==> src/rtl/rv32_fetch_pkg.sv <==
// Shared constants and types for the instruction-fetch stage.
package rv32_fetch_pkg;

    // Canonical RISC-V NOP: addi x0, x0, 0
    localparam logic [31:0] NOP_INSTR        = 32'h0000_0013;
    localparam logic [31:0] DEFAULT_RESET_PC = 32'h0000_0000;
    localparam logic [31:0] PC_STEP          = 32'd4;

    // One prefetch buffer entry: the instruction and the PC it was fetched from.
    typedef struct packed {
        logic [31:0] pc;
        logic [31:0] instr;
    } fetch_entry_t;

    // What the fetch-to-decode register does on the next edge.
    typedef enum logic [1:0] {
        DEC_BUBBLE = 2'd0,
        DEC_HOLD   = 2'd1,
        DEC_LOAD   = 2'd2
    } dec_action_e;

    // Instruction fetches are always word aligned; drop the byte offset.
    function automatic logic [31:0] align_word(input logic [31:0] addr);
        return addr & ~32'h0000_0003;
    endfunction

endpackage

==> src/rtl/rv32_f_prefetch_fifo.sv <==
// Small prefetch FIFO between the imem response channel and decode.
// Head data is visible combinationally; a push into an empty FIFO is only
// visible at the head from the following cycle (no bypass path).
module rv32_f_prefetch_fifo #(
    parameter int unsigned DEPTH = 2,
    parameter int unsigned WIDTH = 64
) (
    input  logic                       clk_i,
    input  logic                       rst_n_i,
    input  logic                       i_push,
    input  logic                       i_pop,
    input  logic                       i_clear,
    input  logic [WIDTH-1:0]           i_data,
    output logic                       o_full,
    output logic                       o_empty,
    output logic [$clog2(DEPTH+1)-1:0] o_count,
    output logic [WIDTH-1:0]           o_head
);

    localparam int unsigned AW = $clog2(DEPTH);
    localparam int unsigned CW = $clog2(DEPTH+1);

    logic [WIDTH-1:0] r_mem [DEPTH];
    logic [AW-1:0]    r_wr_ptr;
    logic [AW-1:0]    r_rd_ptr;
    logic [CW-1:0]    r_count;

    logic w_do_push;
    logic w_do_pop;

    assign o_full  = (r_count == CW'(DEPTH));
    assign o_empty = (r_count == '0);
    assign o_count = r_count;
    assign o_head  = r_mem[r_rd_ptr];

    // A pop is only real when there is data; a push into a full FIFO is only
    // taken when the same-cycle pop frees a slot. Clear overrides both.
    assign w_do_pop  = i_pop && !i_clear && !o_empty;
    assign w_do_push = i_push && !i_clear && (!o_full || w_do_pop);

    // Storage array: written at the tail, no reset needed on the data.
    always_ff @(posedge clk_i) begin
        if (w_do_push) begin
            r_mem[r_wr_ptr] <= i_data;
        end
    end

    // Pointer and occupancy bookkeeping; DEPTH is a power of two so the
    // pointers wrap naturally.
    always_ff @(posedge clk_i or negedge rst_n_i) begin
        if (!rst_n_i) begin
            r_wr_ptr <= '0;
            r_rd_ptr <= '0;
            r_count  <= '0;
        end else if (i_clear) begin
            r_wr_ptr <= '0;
            r_rd_ptr <= '0;
            r_count  <= '0;
        end else begin
            if (w_do_push) begin
                r_wr_ptr <= r_wr_ptr + AW'(1);
            end
            if (w_do_pop) begin
                r_rd_ptr <= r_rd_ptr + AW'(1);
            end
            case ({w_do_push, w_do_pop})
                2'b10:   r_count <= r_count + CW'(1);
                2'b01:   r_count <= r_count - CW'(1);
                default: r_count <= r_count;
            endcase
        end
    end

endmodule

==> src/rtl/rv32_fetch.sv <==
// RV32 instruction-fetch stage: owns the fetch PC, issues imem requests
// under a credit scheme that always leaves room in the prefetch FIFO for
// every response, drops responses that were in flight across a redirect,
// and drives the fetch-to-decode pipeline register.
module rv32_fetch
    import rv32_fetch_pkg::*;
#(
    parameter logic [31:0] RESET_PC        = DEFAULT_RESET_PC,
    parameter int unsigned FIFO_DEPTH      = 2,
    parameter int unsigned MAX_OUTSTANDING = 2
) (
    input  logic        clk_i,
    input  logic        rst_n_i,
    input  logic        stall_d_i,
    input  logic        flush_d_i,
    input  logic        redirect_i,
    input  logic [31:0] pc_target_i,
    output logic        imem_req_o,
    output logic [31:0] imem_addr_o,
    input  logic        imem_ready_i,
    input  logic        imem_rvalid_i,
    input  logic [31:0] imem_rdata_i,
    output logic [31:0] instr_o,
    output logic [31:0] pc_o,
    output logic [31:0] pc_next_o,
    output logic        valid_o
);

    localparam int unsigned OW = $clog2(MAX_OUTSTANDING+1);
    localparam int unsigned CW = $clog2(FIFO_DEPTH+1);

    // Fetch-side state
    logic [31:0]   r_pc;
    logic [31:0]   r_rsp_pc;
    logic [OW-1:0] r_outstanding;
    logic [OW-1:0] r_discard;

    // Fetch-to-decode register
    logic [31:0]   r_instr_d;
    logic [31:0]   r_pc_d;
    logic [31:0]   r_pc_next_d;
    logic          r_valid_d;

    // Combinational
    logic [31:0]   w_target;
    logic [31:0]   w_credit_used;
    logic          w_req;
    logic          w_accept;
    logic          w_push;
    logic          w_pop;
    logic          w_fifo_full;
    logic          w_fifo_empty;
    logic [CW-1:0] w_fifo_count;
    fetch_entry_t  w_push_entry;
    fetch_entry_t  w_head;
    dec_action_e   w_dec_action;

    assign w_target = align_word(pc_target_i);

    // Requests in flight plus buffered entries may never exceed the FIFO
    // depth, so a response can always be accepted without backpressure.
    assign w_credit_used = 32'(r_outstanding) + 32'(w_fifo_count);

    // Gating with the reset keeps the request low while reset is asserted.
    // Every other term can only relax while a request waits for ready, so the
    // request and its address stay stable until accepted (or redirected).
    assign w_req = rst_n_i
                && !redirect_i
                && (r_discard == '0)
                && (32'(r_outstanding) < MAX_OUTSTANDING)
                && (w_credit_used < FIFO_DEPTH);

    assign w_accept    = w_req && imem_ready_i;
    assign imem_req_o  = w_req;
    assign imem_addr_o = r_pc;

    // A response is kept only if it belongs to the current fetch stream.
    assign w_push       = imem_rvalid_i && !redirect_i && (r_discard == '0);
    assign w_push_entry = '{pc: r_rsp_pc, instr: imem_rdata_i};

    // Decode register control: flush > stall > load. A redirect empties the
    // FIFO this cycle, so without a flush the register still takes a bubble.
    always_comb begin
        w_dec_action = DEC_BUBBLE;
        if (flush_d_i) begin
            w_dec_action = DEC_BUBBLE;
        end else if (stall_d_i) begin
            w_dec_action = DEC_HOLD;
        end else if (redirect_i) begin
            w_dec_action = DEC_BUBBLE;
        end else if (!w_fifo_empty) begin
            w_dec_action = DEC_LOAD;
        end
    end

    assign w_pop = (w_dec_action == DEC_LOAD);

    rv32_f_prefetch_fifo #(
        .DEPTH (FIFO_DEPTH),
        .WIDTH ($bits(fetch_entry_t))
    ) u_prefetch_fifo (
        .clk_i   (clk_i),
        .rst_n_i (rst_n_i),
        .i_push  (w_push),
        .i_pop   (w_pop),
        .i_clear (redirect_i),
        .i_data  (w_push_entry),
        .o_full  (w_fifo_full),
        .o_empty (w_fifo_empty),
        .o_count (w_fifo_count),
        .o_head  (w_head)
    );

    // PC, response-PC, credit and discard tracking; redirect takes priority.
    always_ff @(posedge clk_i or negedge rst_n_i) begin
        if (!rst_n_i) begin
            r_pc          <= RESET_PC;
            r_rsp_pc      <= RESET_PC;
            r_outstanding <= '0;
            r_discard     <= '0;
        end else if (redirect_i) begin
            // Nothing is issued this cycle; every request still in flight
            // (minus one answered right now, which is dropped) is stale.
            r_pc          <= w_target;
            r_rsp_pc      <= w_target;
            r_outstanding <= r_outstanding - OW'(imem_rvalid_i);
            r_discard     <= r_outstanding - OW'(imem_rvalid_i);
        end else begin
            if (w_accept) begin
                r_pc <= r_pc + PC_STEP;
            end
            if (w_push) begin
                r_rsp_pc <= r_rsp_pc + PC_STEP;
            end
            r_outstanding <= r_outstanding + OW'(w_accept) - OW'(imem_rvalid_i);
            if (imem_rvalid_i && (r_discard != '0)) begin
                r_discard <= r_discard - OW'(1);
            end
        end
    end

    // Fetch-to-decode pipeline register.
    always_ff @(posedge clk_i or negedge rst_n_i) begin
        if (!rst_n_i) begin
            r_instr_d   <= NOP_INSTR;
            r_pc_d      <= '0;
            r_pc_next_d <= '0;
            r_valid_d   <= 1'b0;
        end else begin
            case (w_dec_action)
                DEC_LOAD: begin
                    r_instr_d   <= w_head.instr;
                    r_pc_d      <= w_head.pc;
                    r_pc_next_d <= w_head.pc + PC_STEP;
                    r_valid_d   <= 1'b1;
                end
                DEC_HOLD: begin
                    r_instr_d   <= r_instr_d;
                    r_pc_d      <= r_pc_d;
                    r_pc_next_d <= r_pc_next_d;
                    r_valid_d   <= r_valid_d;
                end
                default: begin
                    r_instr_d   <= NOP_INSTR;
                    r_pc_d      <= '0;
                    r_pc_next_d <= '0;
                    r_valid_d   <= 1'b0;
                end
            endcase
        end
    end

    assign instr_o   = r_instr_d;
    assign pc_o      = r_pc_d;
    assign pc_next_o = r_pc_next_d;
    assign valid_o   = r_valid_d;

    // Protocol sanity: responses only for issued requests, FIFO never overrun.
    always_ff @(posedge clk_i) begin
        if (rst_n_i) begin
            assert (!(imem_rvalid_i && (r_outstanding == '0)));
            assert (!(w_push && w_fifo_full && !w_pop));
        end
    end

endmodule

==> config.mk <==
export PLATFORM = sky130hd
export DESIGN_NAME = rv32_fetch
export DESIGN_NICKNAME = d
export VERILOG_FILES = /design/src/rtl/rv32_fetch_pkg.sv /design/src/rtl/rv32_f_prefetch_fifo.sv /design/src/rtl/rv32_fetch.sv
export SDC_FILE = /design/constraint.sdc
export NUM_CORES = 1
export LEC_CHECK = 0
export BUFFER_PORTS_ARGS = -buffer_cell sky130_fd_sc_hd__buf_2
export CORE_ASPECT_RATIO = 0.75
export CORE_MARGIN = 3
export CORE_UTILIZATION = 42
export DETAILED_ROUTE_END_ITERATION = 12
export PLACE_DENSITY = 0.64
export REMOVE_ABC_BUFFERS = 1
export SYNTH_ARGS = -nofsm -noshare
export SYNTH_HDL_FRONTEND = slang
export SYNTH_HIERARCHICAL = 1
export SYNTH_SLANG_ARGS = --single-unit
==> constraint.sdc <==
create_clock -name clk_i -period 6.8 [get_ports clk_i]
set_clock_uncertainty 0.05 [all_clocks]
set_input_delay 1.36 -clock clk_i [delete_from_list [all_inputs] [get_ports clk_i]]
set_output_delay 1.36 -clock clk_i [all_outputs]
set_load 0.02 [all_outputs]
# Yosys cells after proc, flatten, opt, wreduce, memory -nomap -nowiden
# Memory sizes are Yosys's and may differ from the RTL's.
# Cells that the tools add are included.
# Widths: inputs -> output; s select.
[totals]
mem_bits_rw = 128
reg_bits = 169
input_bits = 71
mem_count = 1
[op_classes]
magnitude_cmp = 2
eq_ne = 5
addsub = 12
n_reduce_logical = 25
muxes = 23
[mem_list]
columns = ["memory", "depth", "width", "rd", "rd_clocked_by_memory_dff", "write_ports", "line", "source"]
rows = [
  ["u_prefetch_fifo.r_mem", 2, 64, 1, 0, 1, "rv32_f_prefetch_fifo.sv:23", "logic [WIDTH-1:0] r_mem [DEPTH];"],
]
[ops]
columns = ["operator", "count"]
rows = [
  ["$pmux 32 s2", 3],
  ["$mux 32", 4],
  ["$add 32x3->32 const B", 3],
  ["$mux 2", 8],
  ["$logic_and 1x1->1", 12],
  ["$reduce_bool 2->1", 6],
  ["$eq 2x2->1 const B", 3],
  ["$mux 1", 6],
  ["$eq 2x1->1 const B", 2],
  ["$logic_not 2->1", 2],
  ["$pmux 2 s2", 1],
  ["$sub 2x1->2", 2],
  ["$sub 2x1->2 const B", 2],
  ["$add 2x2->3", 1],
  ["$logic_not 1->1", 3],
  ["$lt 3x2->1 const B", 1],
  ["$reduce_bool 3->1", 1],
  ["$add 1x1->1 const B", 2],
  ["$add 2x1->2", 1],
  ["$add 2x1->2 const B", 1],
  ["$lt 2x2->1 const B", 1],
  ["$pmux 1 s2", 1],
  ["$logic_or 1x1->1", 1],
]

# Logic depth before layout (Yosys ltp)
[depth]
ltp_word = 13
mapped_depth = 12
mapped_depth_nobuf = 11

# Modules after synthesis
# Netlist, hierarchy kept.
[by_module_without_submodules]
columns = ["mod", "seq_area_each_um2", "area_per_inst_um2", "cells_per_inst", "instances"]
rows = [
  ["rv32_fetch", 3982.6, 7629.8, 737, 1],
  ["rv32_f_prefetch_fifo", 3943.8, 4882.2, 226, 1],
]

# Worst setup path after synthesis
# No wires, ideal clock.
[synth_path]
kind = "input to register"
startpoint = "input stall_d_i"
endpoint = "memory u_prefetch_fifo.r_mem[1][0], enable pin"
arrival_time_ps = 7397
slack_ps = -1225
setup_ps = 578
required_time_ps = 6172
path_stages = 6
cell_sequence = "or4_1 -> inv_1 -> clkbuf_1 -> nand2b_2 -> o21ai_2 -> nor3b_1"
[synth_between]
elab_chain_len = 9
[synth_rtl]
columns = ["item", "line", "source"]
rows = [
  ["start, declared", "rv32_fetch.sv:14", "input logic stall_d_i,"],
  ["$mux 2", "rv32_fetch.sv:87", "end else if (stall_d_i) begin"],
  ["$mux 2", "rv32_fetch.sv:85", "if (flush_d_i) begin"],
  ["$eq 2x2->1", "rv32_fetch.sv:96", "assign w_pop = (w_dec_action == DEC_LOAD);"],
  ["net w_pop", "rv32_fetch.sv:50", "logic w_pop;"],
  ["$logic_and 1x1->1 (2 in series)", "rv32_f_prefetch_fifo.sv:38", "assign w_do_pop = i_pop && !i_clear && !o_empty;"],
  ["$logic_or 1x1->1", "rv32_f_prefetch_fifo.sv:39", "assign w_do_push = i_push && !i_clear && (!o_full || w_do_pop);"],
  ["$logic_and 1x1->1", "rv32_f_prefetch_fifo.sv:39", ""],
  ["$mux 1", "rv32_f_prefetch_fifo.sv:43", "if (w_do_push) begin"],
  ["$mux 1 (implied by the code)", "rv32_f_prefetch_fifo.sv:44", "r_mem[r_wr_ptr] <= i_data;"],
  ["end, declared", "rv32_f_prefetch_fifo.sv:23", ""],
]
# The timed path passes the listed nets, and every way through them passes these cells.

# Worst setup path in the final report
[layout_path]
startpoint = "input redirect_i"
endpoint = "output imem_req_o"
[layout_between]
elab_chain_len = 5
[layout_rtl]
columns = ["item", "line", "source"]
rows = [
  ["start, declared", "rv32_fetch.sv:16", "input logic redirect_i,"],
  ["$logic_not 1->1", "rv32_fetch.sv:68", "&& !redirect_i"],
  ["$logic_and 1x1->1", "rv32_fetch.sv:68", ""],
  ["$logic_and 1x1->1", "rv32_fetch.sv:69", "&& (r_discard == '0)"],
  ["$logic_and 1x1->1", "rv32_fetch.sv:70", "&& (32'(r_outstanding) < MAX_OUTSTANDING)"],
  ["$logic_and 1x1->1", "rv32_fetch.sv:71", "&& (w_credit_used < FIFO_DEPTH);"],
  ["end, declared", "rv32_fetch.sv:18", "output logic imem_req_o,"],
]
# No other way between the ends.

==> metrics.md <==
| Metric | Value |
|---|---|
| Final nets | `1,235` |
| Worst slew margin | `0.311` |
| Layout Utilization | `0.506` |
| Initial Utilization | `0.428` |
| Total Routing Usage GR | `0.186` |
| CTS Root Buffer Type | `clkbuf_16` |
| Initial DRT Pass Iterations | `7` |
| DR iter-0 viols | `502` |
| Slew @ Worst Pin | `1.03 ns` |
| Peak supply drop | `259 uV` |
| Die footprint | `31,900 um2` |
| Slew Viols, Final | `0` |
| Crit path DAT | `2.93 ns` |
| Fmax | `0.230 GHz` |
| YS warnings | `6` |
| Clock period minus worst slack | `4.34 ns` |
| Slowest CP cell | `buf_4` |
| I/O pin cnt | `201` |
| Largest net degree at the start of global routing | `86` |
| Seq pwr share | `0.515` |
| Worst Path Buf+Inv | `5` |
| Sink Count | `291` |
| Crit-path max FO | `36` |
| Die X | `205 um` |
| Crit share post-route | `0.639` |
| Wire per inst | `19.2 um` |
| Final TNS setup | `0 ns` |
| Worst setup path start | `redirect_i` |
| NetSw | `0.000962 W` |
| Max_cap viols | `0` |
| CP endpoint kind | `output pin` |
| Syn Inst Count | `962` |
| CTS tree | `built` |
| Reg clk slew, reported paths | `0.06 ns` |
| Dpl hpwl | `19.8 mm` |
| GRT overflow | `0` |
| Total power | `0.00389 W` |
| Top cell family by delay on the critical path | `buffers and inverters` |
| DRC | `0` |
| Via count | `8,412` |
| Comb power frac | `0.090` |
| TritonCTS Buffers | `29` |
| Critical Path RT | `5.39 ns` |
| Final Hold Viols | `0` |
| Post-CTS setup buffer count | `0` |
| Switching share of power | `0.247` |
| Status | `finished clean` |
| DR top layer | `met5` |
| Layout cells sized above 1 | `0.303` |
| WL met2 | `13.5 mm` |
| Placer Congestion | `0.873` |
| Port Buf Inserts | `196` |
| Setup violators final | `0` |
| Lkg Pwr | `6.12 nW` |
| Maximum root-to-sink buffer count | `3` |
| Ant. Diodes | `0` |
| Mapped Area | `12,500 um2` |
| Unrepaired setup endpoints after global routing | `no` |
| Hold Startpoint | `pc_next_o[28]` |
| Core Area | `29,200 um2` |
| Total wire length | `30.1 mm` |
| Antenna violations before repair | `1` |
| Die height | `155 um` |
| Number of vias per cell | `5.36` |
| DRT met1 WL | `14.5 mm` |
| Post-Syn Area per Cell | `13.0 um2` |
| Clock Power Share | `0.395` |
| Hold WC Path Type | `reg2reg` |
| Hold-fix buffers, CTS | `0` |
| Commonest non-fill, non-tap cells in the layout | `195 x buf_2, 159 x dfrtp_1, 128 x edfxtp_1, 90 x nand2_1, 79 x mux2_2` |
| Area growth, synth to finish | `18.1%` |
| H-tree depth | `1` |
| Commonest non-fill, non-tap cell in the layout | `buf_2` |
| Crit start category | `primary input` |
| First-pass GRT wire length | `46.9 mm` |
| Pwr dens | `263 nW/um2` |
| Vias in the first global route | `8,150` |
| Clk_lat worst skew | `0.54 ns` |
| RR Startpoint | `u_prefetch_fifo/o_count[0]` |
| Row cnt | `54` |
| Post-route ant nets | `0` |
| Max stage delay on crit path | `0.43 ns` |
| Power Internal | `0.00293 W` |
| Kind of critical path | `in2out` |
| CTS-repair resized insts | `0` |
| DR WL met3 | `1.67 mm` |
| CP cell instances | `buf_2 -> buf_4 -> clkinv_1 -> buf_4 -> and3_1 -> buf_2` |
-- through the flow --
| stage | std cells | hold slack [ns] | area, um2 | setup WS (ns) |
|---|---|---|---|---|
| after detailed placement | 1517 | 0.415 | 13900 | 2.35 |
| final | 1570 | 0.423 | 14800 | 2.46 |
| after global placement | 1517 | 0.405 | 13900 | 2.41 |
| after CTS | 1570 | 0.430 | 14800 | 2.44 |
| after floorplan | 918 | 0.412 | 12300 | -2.20 |
| after global routing | 1570 | 0.437 | 14800 | 2.31 |
-- final cells by class --
type / instances / area (um2)
fill: 2595 / 14400
inverter: 24 / 90.1
tap: 392 / 490
sequential: 291 / 7930
clock buffer: 42 / 855
timing repair buffer: 207 / 1070
multi-input combinational: 603 / 4280
clock inverter: 11 / 62.6
-- sequential cells by signal, summed over array words and instances, names as in the netlist --
name	cells
u_prefetch_fifo/r_mem	128
pc_next_o	30
imem_addr_o	30
u_prefetch_fifo/o_count	2
instr_o	32
r_outstanding	2
r_rsp_pc	30
u_prefetch_fifo/r_wr_ptr	1
pc_o	32
valid_o	1
r_discard	2
u_prefetch_fifo/r_rd_ptr	1
-- final timing paths --
path | endpoint | slack, ns | depth (start not counted)
max | imem_req_o | 2.46 | 6
min | pc_next_o[28] | 0.42 | 2
max reg2reg | r_outstanding[1] | 3.27 | 12
min reg2reg | pc_next_o[28] | 0.42 | 2
max in group asynchronous | pc_o[30] | 3.99 | 3
min in group asynchronous | r_rsp_pc[18] | 0.75 | 1
-- metal layers --
metal | GRT usage | vias to the layer above
met1 | 0.280 | 4235
met3 | 0.0393 | 36
met5 | 0 | -
li1 | - | 3945
met4 | 0.0338 | 2
met2 | 0.281 | 194
-- tightest hold or removal path, stage by stage (launching register included) --
cell     delay (ns)
dfrtp_1        0.34
nand2_1        0.04
o21ai_0        0.06
-- power by group through the flow --
stage	logic (W)	registers (W)	clock network, W
3_3_place_gp	0.000346	0.00204	0
5_1_grt	0.000395	0.00202	0.00165
6_report	0.000351	0.00201	0.00154
3_5_place_dp	0.000355	0.00204	0
2_1_floorplan	0.000182	0.00205	0
4_1_cts	0.000357	0.00200	0.00158
No activity file was read; power rests on OpenSTA's default activity.
